$ cat src/rtl/user2xport_pkg.sv
// user2xport_pkg: shared FSM states, miss-policy constants and saturating counter helper.
package user2xport_pkg;

    typedef enum logic [2:0] {ST_IDLE, ST_REQ, ST_WAIT, ST_PASS, ST_DROP} state_t;

    localparam int MISS_DROP    = 0;
    localparam int MISS_DEFAULT = 1;

    function automatic logic [31:0] sat_inc(input logic [31:0] v);
        return (v == 32'hFFFF_FFFF) ? v : v + 32'd1;
    endfunction

endpackage

$ cat src/rtl/user2xport_mc_rr_arbiter.sv
// rr_arbiter: round-robin grant searching upward from last_grant+1, one-hot and index outputs.
module rr_arbiter #(
    parameter int N    = 4,
    parameter int ID_W = 2
) (
    input  logic [N-1:0]    req,
    input  logic [ID_W-1:0] last_grant,
    output logic [N-1:0]    grant_oh,
    output logic [ID_W-1:0] grant_idx,
    output logic            grant_valid
);

    logic [ID_W-1:0] c;

    always_comb begin
        grant_oh    = '0;
        grant_idx   = '0;
        grant_valid = 1'b0;
        c           = '0;
        for (int i = 1; i <= N; i++) begin
            c = ID_W'((int'(last_grant) + i) % N);
            if (!grant_valid && req[c]) begin
                grant_valid = 1'b1;
                grant_oh[c] = 1'b1;
                grant_idx   = c;
            end
        end
    end

endmodule

$ cat src/rtl/user2xport_mc.sv
// user2xport_mc: round-robin merges NUM_IN keyed CHDR streams, one kv_map lookup per packet,
// forwards with the looked-up route on tuser; misses/timeouts are dropped or default-routed.
module user2xport_mc
    import user2xport_pkg::*;
#(
    parameter int               CHDR_W      = 64,
    parameter int               KEY_W       = 16,
    parameter int               VAL_W       = 112,
    parameter int               NUM_IN      = 4,
    parameter int               MISS_MODE   = 0,
    parameter logic [VAL_W-1:0] DEFAULT_VAL = '0,
    parameter int               TIMEOUT     = 255,
    localparam int              ID_W        = (NUM_IN > 1) ? $clog2(NUM_IN) : 1
) (
    input  logic                     clk,
    input  logic                     rst,
    input  logic [NUM_IN*CHDR_W-1:0] s_tdata,
    input  logic [NUM_IN*KEY_W-1:0]  s_tuser,
    input  logic [NUM_IN-1:0]        s_tvalid,
    input  logic [NUM_IN-1:0]        s_tlast,
    output logic [NUM_IN-1:0]        s_tready,
    output logic [CHDR_W-1:0]        x2e_tdata,
    output logic [VAL_W-1:0]         x2e_tuser,
    output logic [ID_W-1:0]          x2e_tid,
    output logic                     x2e_tvalid,
    output logic                     x2e_tlast,
    input  logic                     x2e_tready,
    output logic                     find_key_stb,
    output logic [KEY_W-1:0]         find_key,
    input  logic                     kv_map_busy,
    input  logic                     find_res_stb,
    input  logic                     find_res_match,
    input  logic [VAL_W-1:0]         find_res_value,
    output logic [31:0]              drop_count,
    output logic [31:0]              miss_count
);

    state_t             state_q, state_d;
    logic [ID_W-1:0]    sel_q, sel_d, last_q, last_d;
    logic [KEY_W-1:0]   key_q, key_d, gnt_key;
    logic [VAL_W-1:0]   val_q, val_d;
    logic [31:0]        timer_q, timer_d, drop_q, drop_d, miss_q, miss_d;
    logic [NUM_IN-1:0]  gnt_oh;
    logic [ID_W-1:0]    gnt_idx;
    logic               gnt_valid, cur_valid, cur_last;

    rr_arbiter #(.N(NUM_IN), .ID_W(ID_W)) u_arb (
        .req         (s_tvalid),
        .last_grant  (last_q),
        .grant_oh    (gnt_oh),
        .grant_idx   (gnt_idx),
        .grant_valid (gnt_valid)
    );

    always_comb begin
        gnt_key = '0;
        for (int i = 0; i < NUM_IN; i++)
            gnt_key |= gnt_oh[i] ? s_tuser[i*KEY_W +: KEY_W] : '0;
    end

    assign cur_valid  = s_tvalid[sel_q];
    assign cur_last   = s_tlast[sel_q];
    assign find_key   = key_q;
    assign drop_count = drop_q;
    assign miss_count = miss_q;

    always_comb begin
        state_d      = state_q;
        sel_d        = sel_q;
        last_d       = last_q;
        key_d        = key_q;
        val_d        = val_q;
        timer_d      = timer_q;
        drop_d       = drop_q;
        miss_d       = miss_q;
        find_key_stb = 1'b0;
        s_tready     = '0;
        x2e_tvalid   = 1'b0;
        x2e_tlast    = 1'b0;
        x2e_tdata    = '0;
        x2e_tuser    = '0;
        x2e_tid      = '0;
        case (state_q)
            ST_IDLE: if (gnt_valid) begin
                sel_d   = gnt_idx;
                key_d   = gnt_key;
                state_d = ST_REQ;
            end
            ST_REQ: if (!kv_map_busy) begin
                find_key_stb = 1'b1;
                timer_d      = 32'(TIMEOUT);
                state_d      = ST_WAIT;
            end
            ST_WAIT: begin
                timer_d = timer_q - 32'd1;
                // a result arriving on the expiry cycle takes priority over the timeout
                if (find_res_stb && find_res_match) begin
                    val_d   = find_res_value;
                    state_d = ST_PASS;
                end else if (find_res_stb || timer_q == 32'd1) begin
                    miss_d  = sat_inc(miss_q);
                    val_d   = DEFAULT_VAL;
                    state_d = (MISS_MODE == MISS_DEFAULT) ? ST_PASS : ST_DROP;
                end
            end
            ST_PASS: begin
                x2e_tvalid      = cur_valid;
                x2e_tlast       = cur_last;
                x2e_tdata       = s_tdata[sel_q*CHDR_W +: CHDR_W];
                x2e_tuser       = val_q;
                x2e_tid         = sel_q;
                s_tready[sel_q] = x2e_tready;
                if (cur_valid && x2e_tready && cur_last) begin
                    last_d  = sel_q;
                    state_d = ST_IDLE;
                end
            end
            ST_DROP: begin
                s_tready[sel_q] = 1'b1;
                if (cur_valid && cur_last) begin
                    drop_d  = sat_inc(drop_q);
                    last_d  = sel_q;
                    state_d = ST_IDLE;
                end
            end
            default: state_d = ST_IDLE;
        endcase
    end

    always_ff @(posedge clk or posedge rst) begin
        if (rst) begin
            state_q <= ST_IDLE;
            sel_q   <= '0;
            last_q  <= ID_W'(NUM_IN - 1);
            key_q   <= '0;
            val_q   <= '0;
            timer_q <= '0;
            drop_q  <= '0;
            miss_q  <= '0;
        end else begin
            state_q <= state_d;
            sel_q   <= sel_d;
            last_q  <= last_d;
            key_q   <= key_d;
            val_q   <= val_d;
            timer_q <= timer_d;
            drop_q  <= drop_d;
            miss_q  <= miss_d;
        end
    end

endmodule

$ cat config.mk
export PLATFORM = sky130hd
export DESIGN_NAME = user2xport_mc
export DESIGN_NICKNAME = d
export VERILOG_FILES = /design/src/rtl/user2xport_pkg.sv /design/src/rtl/user2xport_mc_rr_arbiter.sv /design/src/rtl/user2xport_mc.sv
export SDC_FILE = /design/constraint.sdc
export NUM_CORES = 1
export LEC_CHECK = 0
export CAP_MARGIN = 20
export CORE_AREA = 2 2 279 281
export CTS_CLUSTER_SIZE = 30
export DETAILED_ROUTE_END_ITERATION = 10
export DIE_AREA = 0 0 281 283
export PLACE_DENSITY = 0.48
export SETUP_SLACK_MARGIN = 0.1
export SYNTH_ARGS = -nofsm -noshare
export SYNTH_HDL_FRONTEND = slang
export SYNTH_SLANG_ARGS = --single-unit
$ cat constraint.sdc
create_clock -name clk -period 10.4 [get_ports clk]
set_input_delay 1.56 -clock clk [delete_from_list [all_inputs] [get_ports clk]]
set_output_delay 1.56 -clock clk [all_outputs]
set_load 0.05 [all_outputs]
==> results.json, run 1 <==
{
  "post-route-period-util": 0.555,
  "overflow": 0,
  "sequentialPowerShare": 0.269,
  "setup_viol": 0,
  "clk_latency_ps": 580,
  "fp.dieH_um": 283,
  "synthDistinctLibCells": 61,
  "fmax_ghz": 0.173,
  "io_pins": 711,
  "synth_top_cell_by_area": "dfrtp_1",
  "core_um2": 76700,
  "async_reset_ff_frac": 1.00,
  "pwr-share-clk": 0.202,
  "drt-initial-drc-count": 792,
  "area_delta_synth_final_pct": 69.3,
  "place.gp.congestion": 0.937,
  "grt_pass1_vias": 13978,
  "cp.required_ps": 8840,
  "synth_edf_count": 0,
  "cts_buffer_depth": 3,
  "rsz0062_at_grt": "false",
  "netlist_area_um2": 13300,
  "slew_headroom": 0.255,
  "via_count": 13554,
  "cts_tree": "built",
  "ir_worst_vdd_mv": 0.139,
  "crit_fanout": 91,
  "wire_per_inst_um": 24.4,
  "p_int_mw": 2.98,
  "arrival_ps": 4210,
  "syn_nets": 1683,
  "ys_ff_latch": 231,
  "r2r_setup_slack_ps": 6650,
  "synth.avg_cell_area_um2": 10.9,
  "p_sw_frac": 0.440,
  "globalRouteTotalUtil": 0.173,
  "synth_top_area_share": 0.430,
  "die_area_um2": 79500,
  "drive_gt1_frac": 0.0867,
  "grt_pass1_wl_mm": 103,
  "fp.dieW_um": 281,
  "hold_buffers": 0,
  "numCtsBuffers": 30,
  "cts.clk_slew.worst_paths_ps": 60,
  "root_buffer": "clkbuf_16",
  "fill_cells": 7830,
  "worstSetupEndpointType": "output port",
  "status": "complete, no violations",
  "rows": 102,
  "vias_per_cell": 4.60,
  "detail-route-antenna-nets": 0,
  "wirelength_mm": 71.7,
  "clock-sinks": 231,
  "yosysWarningCount": 0,
  "ctsResizeCount": 0,
  "netlist_instances": 1225,
  "portBuffers": 710,
  "synth_area_leaders": "dfrtp_1 43%, mux4_2 12%, and3_1 9.1%",
  "fin_skew_ps": 26.3,
  "powerDensity_nw_per_um2": 236,
  "postCtsSetupBuffers": 0,
  "route.detailed.drc": 0,
  "finalHoldWorstSlack_ps": 478,
  "maxCapViolations": 0,
  "dr.pass1.iters": 5,
  "min_period_ps": 5770,
  "share_comb_of_total_power": 0.529,
  "min_path_type": "flop to flop",
  "crit_path_start_kind": "flop",
  "hold_viol_final": 0,
  "tns_ps": 0,
  "utilization": 0.294,
  "grt_max_degree": 109,
  "slew_violations": 0,
  "power_mw": 5.33,
  "htree_levels": 1,
  "yosysSeqAreaShare": 0.434,
  "start_util": 0.174,
  "tightest_slew_ps": 1110,
  "hpwl_mm": 55.3,
  "final_net_count": 2328,
  "ys.flop_type": "dfrtp_1",
  "leakagePower_nw": 9.55,
  "path_class": "flop to output port",
  "preCtsSetupSlack_ps": 4890,
  "antenna_found_initial": 24,
  "timing.final.ws_setup_ps": 4630,
  "p_sw_mw": 2.35
}
## worst max-delay path, stage by stage, from the launching register on
cell,delay [ps]
dfrtp_1,450
nor2b_4,380
buf_4,700
buf_4,650
and3_1,270
clkdlybuf4s50_1,950
## power groups by stage
stage / Sequential (mW) / Combinational (mW) / Clock, mW
floorplan: 1.42 / 1.76 / 0
global placement: 1.44 / 2.78 / 0
detailed placement: 1.44 / 2.80 / 0
CTS: 1.43 / 2.82 / 1.11
global route: 1.47 / 2.99 / 1.15
finish: 1.43 / 2.82 / 1.08
## cell usage in the layout, fill, tap and decap left out, drive strengths merged, types with 10 or more instances in the layout
cell type	count
and3	194
nand2	61
a22o	112
dfrtp	229
nand3	31
a221o	15
o21ai	23
or3	11
diode	13
a31oi	18
xor2	33
mux4	70
nor2	51
mux2i	10
a21o	15
clkdlybuf4s50	710
clkbuf	45
buf	20
a21oi	11
xnor2	31
ha	12
nor3	24
nor4	12
a221oi	18
nand4	13
inv	20
## Yosys cell counts, drive strengths merged (3+ instances only)
| cell | n |
|---|---|
| a31oi | 18 |
| mux2i | 10 |
| and4 | 6 |
| o311ai | 6 |
| buf | 14 |
| or2 | 3 |
| o31ai | 6 |
| o41ai | 7 |
| a221oi | 18 |
| a211oi | 3 |
| a22o | 112 |
| dfrtp | 229 |
| a21o | 15 |
| a21oi | 11 |
| nor4 | 12 |
| or4 | 8 |
| nand4 | 13 |
| o211ai | 9 |
| mux2 | 9 |
| xor2 | 33 |
| nor3 | 24 |
| a22oi | 4 |
| ha | 12 |
| and2 | 5 |
| nor2b | 4 |
| inv | 20 |
| nor2 | 51 |
| clkbuf | 103 |
| xnor2 | 31 |
| nand2 | 61 |
| nand3 | 31 |
| or3 | 11 |
| o21ai | 23 |
| a221o | 15 |
| mux4 | 70 |
| and3 | 194 |
| nor3b | 5 |
## sequential cells by signal, indices dropped and copies added, names as in the netlist
signal	cells
sel_q	2
val_q	112
drop_count	32
last_q	2
timer_q	32
miss_count	32
find_key	16
state_q	3
## per-stage QoR
stage | cells | cell area [µm²]
4_1_cts | 2929 | 22500
2_1_floorplan | 1225 | 13300
6_report | 2944 | 22600
5_1_grt | 2944 | 22600
3_3_place_gp | 2876 | 21500
3_5_place_dp | 2876 | 21500
## cells by family (layout without fill, tap and decap cells)
| family | count (synthesis) | count (layout) | synth area share |
|---|---|---|---|
| multiplexers | 89 | 89 | 0.133 |
| buffers and inverters | 137 | 803 | 0.0400 |
| flip-flops | 231 | 231 | 0.434 |
| AO/OA/AOI/OAI | 256 | 256 | 0.154 |
| adder cells (fa/ha/maj) | 12 | 12 | 0.0113 |
| AND/OR/NAND/NOR | 436 | 436 | 0.185 |
| XOR/XNOR | 64 | 64 | 0.0420 |
| other | 0 | 13 | 0 |
## metal layers
| layer | routed length [µm] | vias up | global-route usage |
|---|---|---|---|
| met1 | 29700 | 6915 | 0.214 |
| met4 | 1900 | 12 | 0.0556 |
| met5 | 79 | - | 0 |
| met3 | 5260 | 87 | 0.0457 |
| li1 | - | 6028 | - |
| met2 | 34700 | 512 | 0.292 |
## final cells by class
class / count / area [µm²] / share of cell area
clock inverters: 8 / 120 / 0.00532
repair buffers: 730 / 7300 / 0.323
clock buffers: 45 / 898 / 0.0398
diodes: 13 / 32.5 / 0.00144
inverters: 20 / 82.6 / 0.00366
well taps: 1040 / 1300 / 0.0577
flip-flops and latches: 231 / 5790 / 0.257
multi-input cells: 857 / 7050 / 0.312
## worst paths after layout
| kind | startpoint | to | cells after the start |
|---|---|---|---|
| setup / recovery | state_q[2]$_DFFE_PP0P_ | x2e_tdata[62] | 5 |
| hold / removal | timer_q[16]$_DFFE_PP0P_ | timer_q[16]$_DFFE_PP0P_ | 1 |
| setup reg to reg | timer_q[10]$_DFFE_PP0P_ | val_q[29]$_DFFE_PP0P_ | 6 |
| hold reg to reg | timer_q[16]$_DFFE_PP0P_ | timer_q[16]$_DFFE_PP0P_ | 1 |
| max in group asynchronous | rst | drop_count[23]$_DFFE_PP0P_ | 3 |
| min in group asynchronous | rst | val_q[59]$_DFFE_PP0P_ | 2 |
Power figures use the tool's default switching activity.
==> inputs of run 2 (changes only) <==
--- a/config.mk
+++ b/config.mk
@@ -10,7 +10,7 @@
 export CTS_CLUSTER_SIZE = 30
 export DETAILED_ROUTE_END_ITERATION = 10
 export DIE_AREA = 0 0 281 283
-export PLACE_DENSITY = 0.48
+export PLACE_DENSITY = 0.5
 export SETUP_SLACK_MARGIN = 0.1
 export SYNTH_ARGS = -nofsm -noshare
 export SYNTH_HDL_FRONTEND = slang
==> constraint.sdc (replaced) <==
create_clock -name clk -period 4.85 [get_ports clk]
set_input_delay 0.7275 -clock clk [delete_from_list [all_inputs] [get_ports clk]]
set_output_delay 0.7275 -clock clk [all_outputs]
set_load 0.05 [all_outputs]
==> run 2 against run 1 <==
Critical path depth shrank 1. Critical endpoint is now x2e_tdata[25]. Non-clock buffer count grew 5. Combinational power grew 110%. Critical path type unchanged. Via count shrank 1.5%. Hold slack lost 4.8 ps. Clock power grew 130%. Routed wire length shrank 4.5%. Flip-flop and latch count is the same. Register-to-register slack lost 5500 ps. First-iteration DRC count shrank 3.7%. Cell count is essentially flat. Largest cell class unchanged.
==> results.json, run 2 (same netlist as run 1, synthesis figures left out) <==
{
  "min_path_cells": 1,
  "fp.dieH_um": 283,
  "final_net_count": 2333,
  "crit_fanout": 44,
  "setup_viol": 0,
  "maxCapViolations": 0,
  "drt-initial-drc-count": 763,
  "cts.clk_slew.worst_paths_ps": 60,
  "postCtsSetupBuffers": 0,
  "place.gp.congestion": 1.08,
  "largest_reg_flops": 112,
  "cp.required_ps": 4120,
  "detail-route-antenna-nets": 0,
  "portBuffers": 710,
  "min_period_ps": 4180,
  "ir_worst_vdd_mv": 0.288,
  "grt_pass1_wl_mm": 98.9,
  "arrival_ps": 3450,
  "fill_cells": 7897,
  "placed_cell_area_um2": 21600,
  "rsz0062_at_grt": "false",
  "antenna_found_initial": 12,
  "crit_path_start_kind": "flop",
  "hold_end": "timer_q[9]$_DFFE_PP0P_",
  "drive_gt1_frac": 0.0906,
  "fin_skew_ps": 17.3,
  "rr_endpoint": "find_key[2]$_DFFE_PP0P_",
  "start_util": 0.174,
  "r2r_setup_slack_ps": 1110,
  "layout_common_cells": "710 x clkdlybuf4s50_1, 226 x dfrtp_1, 193 x and3_1",
  "tns_ps": 0,
  "post-route-cell-area_um2": 22700,
  "hpwl_mm": 52.9,
  "route.detailed.drc": 0,
  "numCtsBuffers": 30,
  "cts_tree": "built",
  "ctsResizeCount": 0,
  "max_stage_delay_ps": 960,
  "die_area_um2": 79500,
  "reg2reg_depth": 7,
  "grt_max_degree": 106,
  "slew_headroom": 0.413,
  "via_count": 13351,
  "globalRouteTotalUtil": 0.165,
  "area_delta_synth_final_pct": 70.2,
  "rows": 102,
  "wirelength_mm": 68.5,
  "overflow": 0,
  "cts_buffer_depth": 3,
  "multiInputGateArea_um2": 7050,
  "hold_viol_final": 0,
  "seq_area_um2": 5790,
  "tightest_slew_ps": 878,
  "min_path_type": "flop to flop",
  "vias_per_cell": 4.54,
  "leakagePower_nw": 9.62,
  "dr.pass1.iters": 4,
  "hold_buffers": 0,
  "htree_levels": 1,
  "grt_pass1_vias": 14024,
  "io_pins": 711,
  "worstSetupEndpointType": "output port",
  "wire_per_inst_um": 23.3,
  "r2r-start": "last_q[0]$_DFFE_PP1P_",
  "fp.dieW_um": 281,
  "core_um2": 76700,
  "powerDensity_nw_per_um2": 507,
  "critPathBufInv": 2,
  "crit_family": "buffers and inverters",
  "cp_slowest_cell": "dfrtp_4",
  "clk_latency_ps": 580,
  "path_class": "flop to output port",
  "post-route-period-util": 0.862,
  "status": "complete, no violations",
  "final_common_cell": "clkdlybuf4s50_1",
  "regMostFlops": "val_q",
  "hold_start": "timer_q[7]$_DFFE_PP0P_",
  "clock-sinks": 231,
  "fmax_ghz": 0.239,
  "root_buffer": "clkbuf_16",
  "worstPathCellList": "buf_12 > mux4_2 > and3_1 > clkdlybuf4s50_1",
  "slew_violations": 0
}
run 2: changes by cell type in the layout (fill, tap and decap cells not counted), moves of 2 or more:
cell | previous run | this run
buf_12 | 0 | 7
buf_16 | 2 | 0
bufinv_16 | 3 | 5
diode_2 | 13 | 3
run 2: area by class of cell:
class	instances	share of cell area
inverter	20	0.00347
antenna	3	0.000331
tap	1040	0.0573
timing repair buffer	735	0.325
sequential	231	0.255
clock buffer	45	0.0396
clock inverter	11	0.00833
multi-input combinational	857	0.310
run 2: stage by stage:
step / setup WS [ps] / power (mW) / util / hold WS, ps / cells
CTS: 578 / 11.6 / 0.296 / 480 / 2939
detailed placement: 1200 / 9.09 / 0.282 / 472 / 2883
finish: 668 / 11.5 / 0.296 / 473 / 2942
global placement: 1250 / 9.05 / 0.282 / 458 / 2883
global route: 443 / 12.1 / 0.296 / 510 / 2941
floorplan: 1100 / 6.82 / - / 440 / 1225
run 2: power breakdown:
part	leakage (nW)	internal, mW	switching [mW]
clock	0.527	1.54	0.903
sequential	2.98	2.51	0.554
combinational	6.11	2.50	3.51
run 2: worst max-delay path by stage:
stage	from	endpoint	slack (ps)	cells past startpoint
6_report	sel_q[0]$_DFFE_PP0P_	x2e_tdata[25]	670	4
5_1_grt	sel_q[0]$_DFFE_PP0P_	x2e_tdata[25]	440	4
4_1_cts	sel_q[0]$_DFFE_PP0P_	x2e_tdata[25]	580	4
3_5_place_dp	s_tvalid[2]	find_key[2]$_DFFE_PP0P_	1200	6
3_3_place_gp	sel_q[0]$_DFFE_PP0P_	x2e_tdata[25]	1250	4
2_1_floorplan	rst	drop_count[0]$_DFFE_PP0P_	1100	1
run 2: metal layers:
| layer | GRT usage | wire (µm) | vias to the layer above |
|---|---|---|---|
| met4 | 0.0353 | 1450 | 10 |
| li1 | - | - | 6020 |
| met5 | 0 | 65 | - |
| met2 | 0.283 | 33200 | 489 |
| met1 | 0.203 | 28200 | 6751 |
| met3 | 0.0495 | 5540 | 81 |
==> inputs of run 3 (changes only) <==
--- a/config.mk
+++ b/config.mk
@@ -6,11 +6,11 @@
 export NUM_CORES = 1
 export LEC_CHECK = 0
 export CAP_MARGIN = 20
-export CORE_AREA = 2 2 279 281
+export CORE_AREA = 8 8 269 271
 export CTS_CLUSTER_SIZE = 30
 export DETAILED_ROUTE_END_ITERATION = 10
-export DIE_AREA = 0 0 281 283
-export PLACE_DENSITY = 0.5
+export DIE_AREA = 0 0 277 279
+export PLACE_DENSITY = 0.54
 export SETUP_SLACK_MARGIN = 0.1
 export SYNTH_ARGS = -nofsm -noshare
 export SYNTH_HDL_FRONTEND = slang
==> run 3 against run 2 <==
Non-clock buffer count decreased by 4. Largest cell class unchanged. Via count is 0.28% higher. Routed wire length down 0.68%. Flip-flop and latch count unchanged. Core utilization up 3.4 points. Critical path type unchanged.
==> results.json, run 3 (same netlist as run 1, synthesis figures left out) <==
{
  "io_pins": 711,
  "final_common_cell": "clkdlybuf4s50_1",
  "cts.clk_slew.worst_paths_ps": 60,
  "clock-sinks": 231,
  "postCtsSetupBuffers": 0,
  "portBuffers": 710,
  "htree_levels": 1,
  "crit_path_start_kind": "flop",
  "utilization": 0.330,
  "fmax_ghz": 0.244,
  "core_um2": 68000,
  "placed_cell_area_um2": 21400,
  "fin_cells": 2787,
  "ctsResizeCount": 0,
  "slew_violations": 0,
  "hold_buffers": 0,
  "grt_max_degree": 140,
  "drt-initial-drc-count": 772,
  "wirelength_mm": 68.0,
  "share_comb_of_total_power": 0.520,
  "die_area_um2": 77300,
  "reg2reg_depth": 7,
  "powerDensity_nw_per_um2": 498,
  "worstSetupEndpointType": "output port",
  "dp.cells": 2721,
  "cp_slowest_cell": "dfrtp_4",
  "hold_viol_final": 0,
  "rows": 96,
  "grt_pass1_vias": 14045,
  "tightest_slew_ps": 1050,
  "regMostFlops": "val_q",
  "slew_headroom": 0.300,
  "p_sw_mw": 4.81,
  "ir_worst_vdd_mv": 0.339,
  "detail-route-antenna-nets": 0,
  "cts_buffer_depth": 3,
  "min_path_type": "flop to flop",
  "maxCapViolations": 0,
  "cts_tree": "built",
  "start_util": 0.196,
  "post-route-cell-area_um2": 22400,
  "place.gp.congestion": 0.861,
  "tns_ps": 0,
  "rsz0062_at_grt": "false",
  "antenna_found_initial": 22,
  "via_count": 13389,
  "layout_common_cells": "710 x clkdlybuf4s50_1, 226 x dfrtp_1, 193 x and3_1",
  "fin_skew_ps": 34.1,
  "p_sw_frac": 0.431,
  "route.detailed.drc": 0,
  "arrival_ps": 3370,
  "wire_per_inst_um": 24.4,
  "max_stage_delay_ps": 890,
  "area_delta_synth_final_pct": 68.0,
  "power_mw": 11.2,
  "fp.dieW_um": 277,
  "setup_viol": 0,
  "leakagePower_nw": 9.56,
  "globalRouteTotalUtil": 0.167,
  "min_path_cells": 1,
  "clk_latency_ps": 570,
  "grt_pass1_wl_mm": 99.0,
  "largest_reg_flops": 112,
  "pwr-share-clk": 0.199,
  "path_class": "flop to output port",
  "p_int_mw": 6.34,
  "overflow": 0,
  "fp.dieH_um": 279,
  "hpwl_mm": 53.1,
  "crit_fanout": 38,
  "cp.required_ps": 4120,
  "sequentialPowerShare": 0.281,
  "root_buffer": "clkbuf_16",
  "min_period_ps": 4100,
  "vias_per_cell": 4.80,
  "post-route-period-util": 0.846,
  "numCtsBuffers": 29,
  "worstPathCellList": "buf_4 > mux4_2 > and3_1 > clkdlybuf4s50_1",
  "final_net_count": 2328,
  "drive_gt1_frac": 0.0867,
  "status": "complete, no violations",
  "dr.pass1.iters": 7
}
run 3: cell types whose count changed in the layout (fill, tap and decap cells not counted), sizes merged:
| cell | before | now |
|---|---|---|
| buf | 25 | 21 |
| bufinv | 5 | 3 |
| clkbuf | 45 | 41 |
| clkinv | 4 | 5 |
| clkinvlp | 3 | 2 |
| diode | 3 | 14 |
| inv | 19 | 21 |
run 3: final timing paths:
check / slack [ps] / startpoint / endpoint
setup / recovery: 750 / sel_q[0]$_DFFE_PP0P_ / x2e_tlast
hold / removal: 490 / timer_q[15]$_DFFE_PP0P_ / timer_q[15]$_DFFE_PP0P_
setup reg to reg: 1340 / sel_q[0]$_DFFE_PP0P_ / drop_count[31]$_DFFE_PP0P_
hold reg to reg: 490 / timer_q[15]$_DFFE_PP0P_ / timer_q[15]$_DFFE_PP0P_
max in group asynchronous: 3430 / rst / val_q[95]$_DFFE_PP0P_
min in group asynchronous: 570 / rst / miss_count[30]$_DFFE_PP0P_
run 3: worst max-delay path, delay by kind of cell, from the launching register on:
family / cells / cell delay [ps]
buffers and inverters: 2 / 1120
DFF: 1 / 890
and+or+nand+nor: 1 / 200
muxes: 1 / 580
run 3: through the flow:
step	hold slack [ps]	worst slack, ps
2_1_floorplan	440	1100
3_5_place_dp	477	1140
4_1_cts	488	647
5_1_grt	502	562
6_report	487	748
3_3_place_gp	461	1170
run 3: layout make-up:
cell class                      count  area [µm²]
Timing Repair Buffer              731        7380
Fill cell                        6817       45600
Sequential cell                   231        5790
Clock buffer                       41         821
Inverter                           20        78.8
Tap cell                          882        1100
Clock inverter                     11         144
Antenna cell                       14        35.0
Multi-Input combinational cell    857        7050
run 3: power by group through the flow:
stage	Clock [mW]	Combinational, mW	Sequential (mW)
final	2.22	5.79	3.13
after floorplan	0	3.77	3.05
after global routing	2.36	6.16	3.24
after detailed placement	0	5.81	3.16
after global placement	0	5.74	3.14
after CTS	2.29	5.84	3.14
run 3: layer usage:
layer	GRT usage	wire length, µm	share of wire
met1	0.196	27000	0.40
met2	0.282	32900	0.48
met3	0.0599	5860	0.086
met4	0.0568	2180	0.032
met5	0	88	0.0013
